## config.mk

```make
export PLATFORM = sky130hd
export DESIGN_NAME = child_rr_scheduler
export DESIGN_NICKNAME = d
export VERILOG_FILES = /design/src/rtl/child_rr_scheduler.sv
export SDC_FILE = /design/constraint.sdc
export NUM_CORES = 1
export LEC_CHECK = 0
export CORE_MARGIN = 1
export CORE_UTILIZATION = 46
export CTS_BUF_LIST = sky130_fd_sc_hd__clkbuf_16
export CTS_CLUSTER_DIAMETER = 100
export DETAILED_ROUTE_END_ITERATION = 12
export PLACE_DENSITY = 0.74
export SYNTH_ARGS = -nofsm -noshare
export SYNTH_HDL_FRONTEND = slang
export SYNTH_SLANG_ARGS = --single-unit
export TNS_END_PERCENT = 50
```

## constraint.sdc

```tcl
create_clock -name clk -period 5.1 [get_ports clk]
set_input_delay 0.51 -clock clk [delete_from_list [all_inputs] [get_ports clk]]
set_output_delay 0.51 -clock clk [all_outputs]
set_load 0.02 [all_outputs]
```

## src/rtl/child_rr_scheduler.sv

```systemverilog
// ---------------------------------------------------------------------------
// child_rr_scheduler
//
// Shares one downstream resource among the N child instances of a generated
// hierarchy level. One child owns the resource at a time. The owner keeps the
// grant until it drops its request or until it has held the grant for
// MAX_HOLD cycles. A one-cycle gap with no owner separates consecutive
// owners. Arbitration is round-robin: the priority pointer moves to the
// index just after the previous owner.
//
// Parameters
//   N        number of requesters (2..16)
//   MAX_HOLD maximum consecutive grant cycles per owner (2..255)
//   IDW      width of grant_id
//
// Ports
//   clk      rising-edge clock
//   rst_n    asynchronous active-low reset
//   req      per-child request level, held while the resource is wanted
//   en       per-child enable mask; a masked request is ignored
//   grant    registered one-hot grant; all zero when there is no owner
//   grant_id index of the current owner; keeps the last owner while idle
//   busy     high whenever grant is non-zero
//   preempt  one-cycle pulse in the gap cycle that follows a timeout
// ---------------------------------------------------------------------------
module child_rr_scheduler #(
    parameter int N        = 5,
    parameter int MAX_HOLD = 16,
    parameter int IDW      = $clog2(N)
) (
    input  logic           clk,
    input  logic           rst_n,
    input  logic [N-1:0]   req,
    input  logic [N-1:0]   en,
    output logic [N-1:0]   grant,
    output logic [IDW-1:0] grant_id,
    output logic           busy,
    output logic           preempt
);

    typedef enum logic [1:0] {
        S_IDLE  = 2'd0,
        S_GRANT = 2'd1,
        S_GAP   = 2'd2
    } state_t;

    localparam logic [7:0] HOLD_LIM = 8'(MAX_HOLD);

    state_t          state;
    logic [IDW-1:0]  ptr;
    logic [7:0]      hold_cnt;

    logic [N-1:0]    ereq;
    logic            any_req;
    logic [IDW-1:0]  pick;
    logic            owner_req;

    // First index with an effective request, scanning upward from p and
    // wrapping at N. Only meaningful when r is non-zero.
    function automatic logic [IDW-1:0] rr_pick(input logic [N-1:0] r,
                                               input logic [IDW-1:0] p);
        logic [IDW-1:0] sel;
        logic           found;
        int             j;
        sel   = p;
        found = 1'b0;
        for (int k = 0; k < N; k++) begin
            j = int'(p) + k;
            if (j >= N) begin
                j = j - N;
            end
            if (!found && r[j]) begin
                sel   = IDW'(j);
                found = 1'b1;
            end
        end
        return sel;
    endfunction

    // Index following i, modulo N.
    function automatic logic [IDW-1:0] next_idx(input logic [IDW-1:0] i);
        if (int'(i) >= N - 1) begin
            return '0;
        end
        return i + 1'b1;
    endfunction

    // One-hot decode of an owner index.
    function automatic logic [N-1:0] onehot(input logic [IDW-1:0] i);
        logic [N-1:0] v;
        v    = '0;
        v[i] = 1'b1;
        return v;
    endfunction

    // Hold counter increment that sticks at all-ones instead of wrapping.
    function automatic logic [7:0] sat_inc(input logic [7:0] c);
        return (c == 8'hFF) ? c : c + 8'd1;
    endfunction

    assign ereq      = req & en;
    assign any_req   = |ereq;
    assign pick      = rr_pick(ereq, ptr);
    // grant_id always names the owner while in GRANT, so it doubles as the
    // owner register.
    assign owner_req = ereq[grant_id];

    always_ff @(posedge clk or negedge rst_n) begin
        if (!rst_n) begin
            state    <= S_IDLE;
            grant    <= '0;
            grant_id <= '0;
            busy     <= 1'b0;
            preempt  <= 1'b0;
            ptr      <= '0;
            hold_cnt <= '0;
        end else begin
            case (state)
                S_IDLE, S_GAP: begin
                    // preempt only ever lives for the gap cycle after a timeout
                    preempt <= 1'b0;
                    if (any_req) begin
                        state    <= S_GRANT;
                        grant    <= onehot(pick);
                        grant_id <= pick;
                        busy     <= 1'b1;
                        hold_cnt <= 8'd1;
                    end else begin
                        state <= S_IDLE;
                        grant <= '0;
                        busy  <= 1'b0;
                    end
                end

                S_GRANT: begin
                    // A dropped request (or cleared enable) wins over the
                    // timeout, so a release on the last permitted cycle is
                    // never reported as a preemption.
                    if (!owner_req) begin
                        state   <= S_GAP;
                        grant   <= '0;
                        busy    <= 1'b0;
                        preempt <= 1'b0;
                        ptr     <= next_idx(grant_id);
                    end else if (hold_cnt == HOLD_LIM) begin
                        state   <= S_GAP;
                        grant   <= '0;
                        busy    <= 1'b0;
                        preempt <= 1'b1;
                        ptr     <= next_idx(grant_id);
                    end else begin
                        hold_cnt <= sat_inc(hold_cnt);
                        preempt  <= 1'b0;
                    end
                end

                default: begin
                    state   <= S_IDLE;
                    grant   <= '0;
                    busy    <= 1'b0;
                    preempt <= 1'b0;
                end
            endcase
        end
    end

endmodule

```

==> qor.json, run 1 <==
{
  "place.gp.congestion": 0.879,
  "drt_drc_violations_left": 0,
  "rsz0062_at_grt": "false",
  "routed_wl_um": 5850,
  "final_common_cell": "nor2_1",
  "fin_crit_ns": 4.16,
  "routed_wire_length_per_instance_um": 16.4,
  "fin_skew_ns": 0.00353,
  "timing.critical_path.fanout_max": 13,
  "dr_total_vias": 2248,
  "drv_slew": 0,
  "worstPathArrival_ns": 4.35,
  "post-cts-setup-buffers": 0,
  "power_density_nw_per_um2": 682,
  "largest_net_degree_at_the_start_of_global_routing": 29,
  "worst-endpoint-required_ns": 5.29,
  "synthesis.yosys.warnings": 0,
  "numPlacedInstances": 352,
  "drt-initial-drc-count": 202,
  "synthCells": 271,
  "cts_tree": "yes",
  "die_y_um": 72.8,
  "io_pins": 22,
  "netlist.area_leader.share_pct": 24.9,
  "core_area_um2": 4790,
  "clock_tree.htree_level_count": 1,
  "clockRootBuffer": "clkbuf_16",
  "cts_max_path_buffers": 2,
  "synthArstFlopShare_pct": 100,
  "final_cell_count_no_fill": 356,
  "finalCritPeriodShare_pct": 81.5,
  "syn-cell-area_um2": 2310,
  "setup_viol": 0,
  "ys_seq_elements": 23,
  "clk-insertion-delay-late_ns": 0.25,
  "cts_repair_resize_count": 0,
  "reported_max_cap_violation_count": 0,
  "antennaDiodeCount": 0,
  "dp.final_hpwl_um": 4380,
  "synth_ff_type": "dfrtp_1",
  "grt_remaining_overflow": 0,
  "vdd_ir_drop_max_mv": 0.463,
  "critical_path.endpoint_type": "register",
  "mostFrequentLayoutCells": "27 x nor2_1, 24 x nand2_1, 23 x dfrtp_1",
  "mappedNetlistNets": 299,
  "synth_area_leaders": "dfrtp_1 25%, ha_1 8.7%, mux4_2 4.9%, nor2_1 4.4%, mux2i_1 3.9%",
  "area_growth_pct": 14.6,
  "critPathKind": "register to register",
  "tritoncts_num_sinks": 23,
  "vias_per_cell": 6.31,
  "dieArea_um2": 5300,
  "cts-hold-fix-buffers": 0,
  "run_status": "completed",
  "initial_antenna_violation_count": 0,
  "grt_pass1_vias": 2065,
  "synth-seq-area-share_pct": 24.9,
  "start_kind": "register",
  "clk_pin_slew_ns": 0.06,
  "synth_top_cell_by_area": "dfrtp_1",
  "wire_length_of_the_first_global_routing_pass_um": 9830,
  "timing.max_slew.rel_slack_pct": 31.7,
  "initial_core_util_pct": 48.2,
  "synth_cell_types": 64,
  "row_count": 25,
  "achievable-frequency_mhz": 241,
  "p_leak_nw": 1.12,
  "hold_viol_final": 0,
  "global_routing_usage_summed_across_all_routing_layers_pct": 23.6,
  "cts_inserted_buffers": 3,
  "hold_path.class": "register to register",
  "io_buffers": 21,
  "fraction_of_final_layout_cells_with_drive_strength_greater_than_1_pct": 7.96,
  "synth_edf_count": 0,
  "ant_nets": 0,
  "setup_total_negative_slack_ns": 0,
  "dr.pass1.iters": 4,
  "final_net_count": 318,
  "floorplan.die.width_um": 72.8,
  "fill_cells": 451,
  "avgSynthCellArea_um2": 8.51,
  "worst_slew_pin_slew_ns": 1.02
}
## power by group
group | total (mW) | internal (mW) | switching, mW
combinational | 1.33 | 0.558 | 0.774
sequential | 0.305 | 0.235 | 0.0701
clock | 0.166 | 0.105 | 0.0611
## worst max-delay path: stages (launching register included)
cell      delay, ns
dfrtp_1        0.64
inv_1          0.33
ha_1           0.27
inv_1          0.05
ha_1           0.31
a211o_1        0.34
a211oi_2       0.37
mux2i_1        0.17
a32o_2         0.32
o21ai_0        0.17
a31oi_1        0.13
o41ai_1        0.71
a32o_2         0.29
## kinds of logic (layout without fill, tap and decap cells)
family / after synthesis / in the layout / synth area share (%)
adders and majority gates: 16 / 16 / 8.68
DFF: 23 / 23 / 24.9
AOI/OAI and AO/OA: 81 / 81 / 26.4
buffers and inverters: 17 / 35 / 3.31
muxes: 14 / 14 / 8.79
and+or+nand+nor: 114 / 114 / 25.6
xor gates and xnor gates: 6 / 6 / 2.28
## flip-flops by register name (all words and copies together) (netlist names)
register / flops
grant: 5
preempt: 1
ptr: 3
hold_cnt: 8
state: 2
grant_id: 3
busy: 1
## stage by stage
step | area, um2 | power [mW] | hold WS [ns] | setup slack (ns) | util [%]
2_1_floorplan | 2310 | 1.34 | 0.214 | 1.40 | -
3_3_place_gp | 2570 | 1.60 | 0.468 | 1.14 | 53.6
3_5_place_dp | 2570 | 1.61 | 0.471 | 1.04 | 53.6
5_1_grt | 2650 | 1.95 | 0.508 | 0.625 | 55.3
4_1_cts | 2650 | 1.79 | 0.484 | 0.992 | 55.3
6_report | 2650 | 1.80 | 0.482 | 0.943 | 55.3
## metal layers
metal / vias up / share of wire, % / track usage, %
li1: 1077 / - / -
met4: 0 / 1.8 / 6.10
met5: - / 0 / 0
met1: 1096 / 45 / 32.4
met3: 10 / 4.5 / 1.66
met2: 65 / 48 / 40.4
## synth_stat cells (6+ instances only)
| cell | number |
|---|---|
| nor3_1 | 7 |
| a31oi_1 | 6 |
| nand2_1 | 24 |
| ha_1 | 16 |
| mux2i_1 | 9 |
| nand3_1 | 12 |
| nor2_1 | 27 |
| dfrtp_1 | 23 |
| a21oi_1 | 8 |
| and3_1 | 8 |
| inv_1 | 8 |
| or3_1 | 6 |
| o21ai_0 | 18 |
## area by class of cell
cell class / instances / area [um2] / share of cell area (%)
clock buffer: 3 / 75.1 / 2.84
multi-input combinational: 231 / 1660 / 62.6
tap: 67 / 83.8 / 3.17
inverter: 9 / 33.8 / 1.28
sequential: 23 / 576 / 21.8
timing repair buffer: 22 / 218 / 8.23
clock inverter: 1 / 3.75 / 0.142
## final timing paths
kind | from | end | slack, ns | cells after the start
setup / recovery | ptr[1] | grant[1] | 0.94 | 12
hold / removal | grant[4] | grant[4] | 0.48 | 2
setup reg to reg | ptr[1] | grant[1] | 0.94 | 12
hold reg to reg | grant[4] | grant[4] | 0.48 | 2
max in group asynchronous | rst_n | state[0] | 3.67 | 1
min in group asynchronous | rst_n | hold_cnt[4] | 0.82 | 1
Note: power is estimated with default switching activity, not from simulation.
==> inputs of run 2 (changes only) <==
==> constraint.sdc (replaced) <==
create_clock -name clk -period 4.1 [get_ports clk]
set_input_delay 0.41 -clock clk [delete_from_list [all_inputs] [get_ports clk]]
set_output_delay 0.41 -clock clk [all_outputs]
set_load 0.02 [all_outputs]
==> qor.json, run 2 (synthesized netlist as in run 1, its figures left out) <==
{
  "run_status": "completed",
  "io_pins": {"value": 22, "change": "unchanged"},
  "critical_path.top_delay_family": "compound AO/OA/AOI/OAI gates",
  "largest-register": "hold_cnt",
  "area_occupied_by_multi_input_gates": {"value": 1660, "unit": "um2", "change": "unchanged"},
  "drt_drc_violations_left": {"value": 0, "change": "unchanged"},
  "dr.pass1.iters": {"value": 5, "change": "+1"},
  "global_routing_usage_summed_across_all_routing_layers": {"value": 22.9, "unit": "%", "change": "-0.67 points"},
  "worst_slew_pin_slew": {"value": 1.02, "unit": "ns", "change": "-0.00457 ns"},
  "dieArea": {"value": 5300, "unit": "um2", "change": "unchanged"},
  "critical_path.endpoint_type": "register",
  "timing.critical_path.fanout_max": {"value": 11, "change": "-2"},
  "cts_inserted_buffers": {"value": 3, "change": "unchanged"},
  "startpoint_of_the_lowest_slack_hold_path": "grant[4]",
  "drv_slew": {"value": 0, "change": "unchanged"},
  "largest_net_degree_at_the_start_of_global_routing": {"value": 29, "change": "unchanged"},
  "p_leak": {"value": 1.14, "unit": "nW", "change": "+1.6%"},
  "timing.rr.end": "grant[1]",
  "crit_buf_inv": {"value": 2, "change": "unchanged"},
  "cts-hold-fix-buffers": {"value": 0, "change": "unchanged"},
  "worst-endpoint-required": {"value": 4.30, "unit": "ns", "change": "-0.99 ns"},
  "core_area": {"value": 4790, "unit": "um2", "change": "unchanged"},
  "vdd_ir_drop_max": {"value": 0.564, "unit": "mV", "change": "+22%"},
  "pwr-share-clk": {"value": 9.3, "unit": "%", "change": "about the same"},
  "cts_repair_resize_count": {"value": 0, "change": "unchanged"},
  "hold_viol_final": {"value": 0, "change": "unchanged"},
  "layout.area.seq": {"value": 576, "unit": "um2", "change": "unchanged"},
  "numPlacedInstances": {"value": 356, "change": "+1.1%"},
  "floorplan.die.width": {"value": 72.8, "unit": "um", "change": "unchanged"},
  "critical_path.max_stage_delay": {"value": 0.40, "unit": "ns", "change": "-0.31 ns"},
  "r2r_cells": {"value": 13, "change": "+1"},
  "setup_total_negative_slack": {"value": 0, "unit": "ns", "change": "unchanged"},
  "cts_max_path_buffers": {"value": 2, "change": "unchanged"},
  "net-switching-power": {"value": 1.13, "unit": "mW", "change": "+25%"},
  "clock_tree.htree_level_count": {"value": 1, "change": "unchanged"},
  "place.gp.congestion": {"value": 0.924, "change": "+5.1%"},
  "final_cell_count_no_fill": {"value": 360, "change": "+1.1%"},
  "antennaDiodeCount": {"value": 0, "change": "unchanged"},
  "die_y": {"value": 72.8, "unit": "um", "change": "unchanged"},
  "power_frac_comb": {"value": 74.7, "unit": "%", "change": "+0.8 points"},
  "wire_length_of_the_first_global_routing_pass": {"value": 9340, "unit": "um", "change": "-5.0%"},
  "critPathKind": "register to register",
  "tritoncts_num_sinks": {"value": 23, "change": "unchanged"},
  "clockRootBuffer": "clkbuf_16",
  "final_common_cell": "nor2_1",
  "pwr_total": {"value": 2.27, "unit": "mW", "change": "+26%"},
  "netSwitchingFraction": {"value": 49.7, "unit": "%", "change": "-0.50 points"},
  "timing.max_slew.rel_slack": {"value": 32.0, "unit": "%", "change": "+0.31 points"},
  "initial_antenna_violation_count": {"value": 0, "change": "unchanged"},
  "clk-insertion-delay-late": {"value": 0.26, "unit": "ns", "change": "about the same"},
  "mostFrequentLayoutCells": "27 x nor2_1, 24 x nand2_1, 23 x dfrtp_1",
  "rsz0062_at_grt": "false",
  "achievable-frequency": {"value": 271, "unit": "MHz", "change": "+13%"},
  "start_kind": "register",
  "crit_slowest_cell": "a211oi_2",
  "largest_reg_flops": {"value": 8, "change": "unchanged"},
  "cts_tree": "yes",
  "finalCritPeriodShare": {"value": 90.0, "unit": "%", "change": "+8.5 points"},
  "clk_pin_slew": {"value": 0.06, "unit": "ns", "change": "about the same"},
  "drt-initial-drc-count": {"value": 212, "change": "+5.0%"},
  "ant_nets": {"value": 0, "change": "unchanged"},
  "whs_endpoint": "grant[4]",
  "fin_crit": {"value": 3.69, "unit": "ns", "change": "-0.465 ns"},
  "dr_total_vias": {"value": 2241, "change": "-0.31%"},
  "vias_per_cell": {"value": 6.23, "change": "-1.4%"},
  "dp.final_hpwl": {"value": 4460, "unit": "um", "change": "+1.8%"},
  "whs_path_depth": {"value": 2, "change": "unchanged"},
  "setup_viol": {"value": 0, "change": "unchanged"},
  "internal_cell_power": {"value": 1.14, "unit": "mW", "change": "+27%"},
  "routed_wl": {"value": 5920, "unit": "um", "change": "+1.2%"},
  "fill_cells": {"value": 417, "change": "-7.5%"},
  "regToRegSetupSlack": {"value": 0.41, "unit": "ns", "change": "-0.54 ns"},
  "fin_skew": {"value": 0.00244, "unit": "ns", "change": "-0.00109 ns"},
  "worstPathArrival": {"value": 3.89, "unit": "ns", "change": "-0.46 ns"},
  "share_seq_of_total_power": {"value": 16.0, "unit": "%", "change": "-0.9 points"},
  "top_regs": "hold_cnt: 8 flops, grant: 5 flops",
  "worst_reg2reg_path_startpoint": "ptr[0]",
  "cp_cell_sequence": "inv_2 -> ha_1 -> inv_1 -> ha_1 -> a211o_1 -> a211oi_2 -> mux2i_1 -> a32o_2 -> or3_1 -> a221o_1 -> a31oi_4 -> and2_4 -> a32o_2",
  "reported_max_cap_violation_count": {"value": 0, "change": "unchanged"},
  "grt_remaining_overflow": {"value": 0, "change": "unchanged"},
  "fraction_of_final_layout_cells_with_drive_strength_greater_than_1": {"value": 9.56, "unit": "%", "change": "+1.6 points"},
  "area_growth_pct": 16.0,
  "power_density": {"value": 850, "unit": "nW/um2", "change": "+25%"},
  "row_count": {"value": 25, "change": "unchanged"},
  "hold_path.class": "register to register",
  "io_buffers": {"value": 21, "change": "unchanged"},
  "grt_pass1_vias": {"value": 1991, "change": "-3.6%"},
  "routed_wire_length_per_instance": {"value": 16.4, "unit": "um", "change": "about the same"},
  "post-cts-setup-buffers": {"value": 0, "change": "unchanged"},
  "initial_core_util": {"value": 48.2, "unit": "%", "change": "unchanged"},
  "final_net_count": {"value": 322, "change": "+1.3%"}
}
==> run 2: cell types whose count changed in the layout (fill, tap and decap cells not counted), sizes merged <==
cell,change
inv,-1
clkinv,+1
buf,+4
==> run 2: power groups by stage <==
stage | Combinational (mW) | Clock, mW | Sequential [mW]
6_report | 1.70 | 0.211 | 0.364
2_1_floorplan | 1.27 | 0 | 0.386
3_5_place_dp | 1.67 | 0 | 0.368
5_1_grt | 1.84 | 0.221 | 0.372
3_3_place_gp | 1.65 | 0 | 0.366
4_1_cts | 1.68 | 0.215 | 0.365
==> run 2: layer usage <==
| layer | global-route usage, % | vias to the layer above | routed length [um] |
|---|---|---|---|
| met1 | 29.1 | 1046 | 2520 |
| met2 | 39.4 | 92 | 2910 |
| met4 | 10.9 | 0 | 168 |
| li1 | - | 1087 | - |
| met5 | 0 | - | 0 |
| met3 | 2.07 | 16 | 320 |
==> run 2: layout make-up <==
class	count	area share [%]
multi-input cells	231	61.9
flip-flops and latches	23	21.5
clock buffers	3	2.81
repair buffers	26	9.26
inverters	9	1.26
well taps	67	3.13
clock inverters	1	0.187
==> run 2: worst reg2reg max path, stage by stage (launching register included) <==
cell	delay [ns]
dfrtp_1	0.39
inv_2	0.20
ha_1	0.19
inv_1	0.04
ha_1	0.28
a211o_1	0.31
a211oi_2	0.40
mux2i_1	0.20
a32o_2	0.33
or3_1	0.35
a221o_1	0.37
a31oi_4	0.23
and2_4	0.19
a32o_2	0.17
==> run 2: worst max path at each step <==
stage / to / cells after the start / from
6_report: grant[1] / 13 / ptr[0]
5_1_grt: grant[1] / 11 / ptr[2]
4_1_cts: grant[1] / 13 / ptr[0]
3_5_place_dp: grant[1] / 13 / ptr[0]
3_3_place_gp: grant[3] / 13 / ptr[0]
2_1_floorplan: grant[1] / 14 / ptr[1]
==> run 2: per-stage QoR <==
stage               cell area [um2]  setup WS, ns  hold WS [ns]  utilization (%)
floorplan                      2310         0.398         0.114                -
global placement               2600         0.464         0.460             54.2
detailed placement             2600         0.456         0.473             54.2
CTS                            2680         0.431         0.486             55.9
global route                   2680         0.190         0.501             55.9
finish                         2680         0.408         0.478             55.9
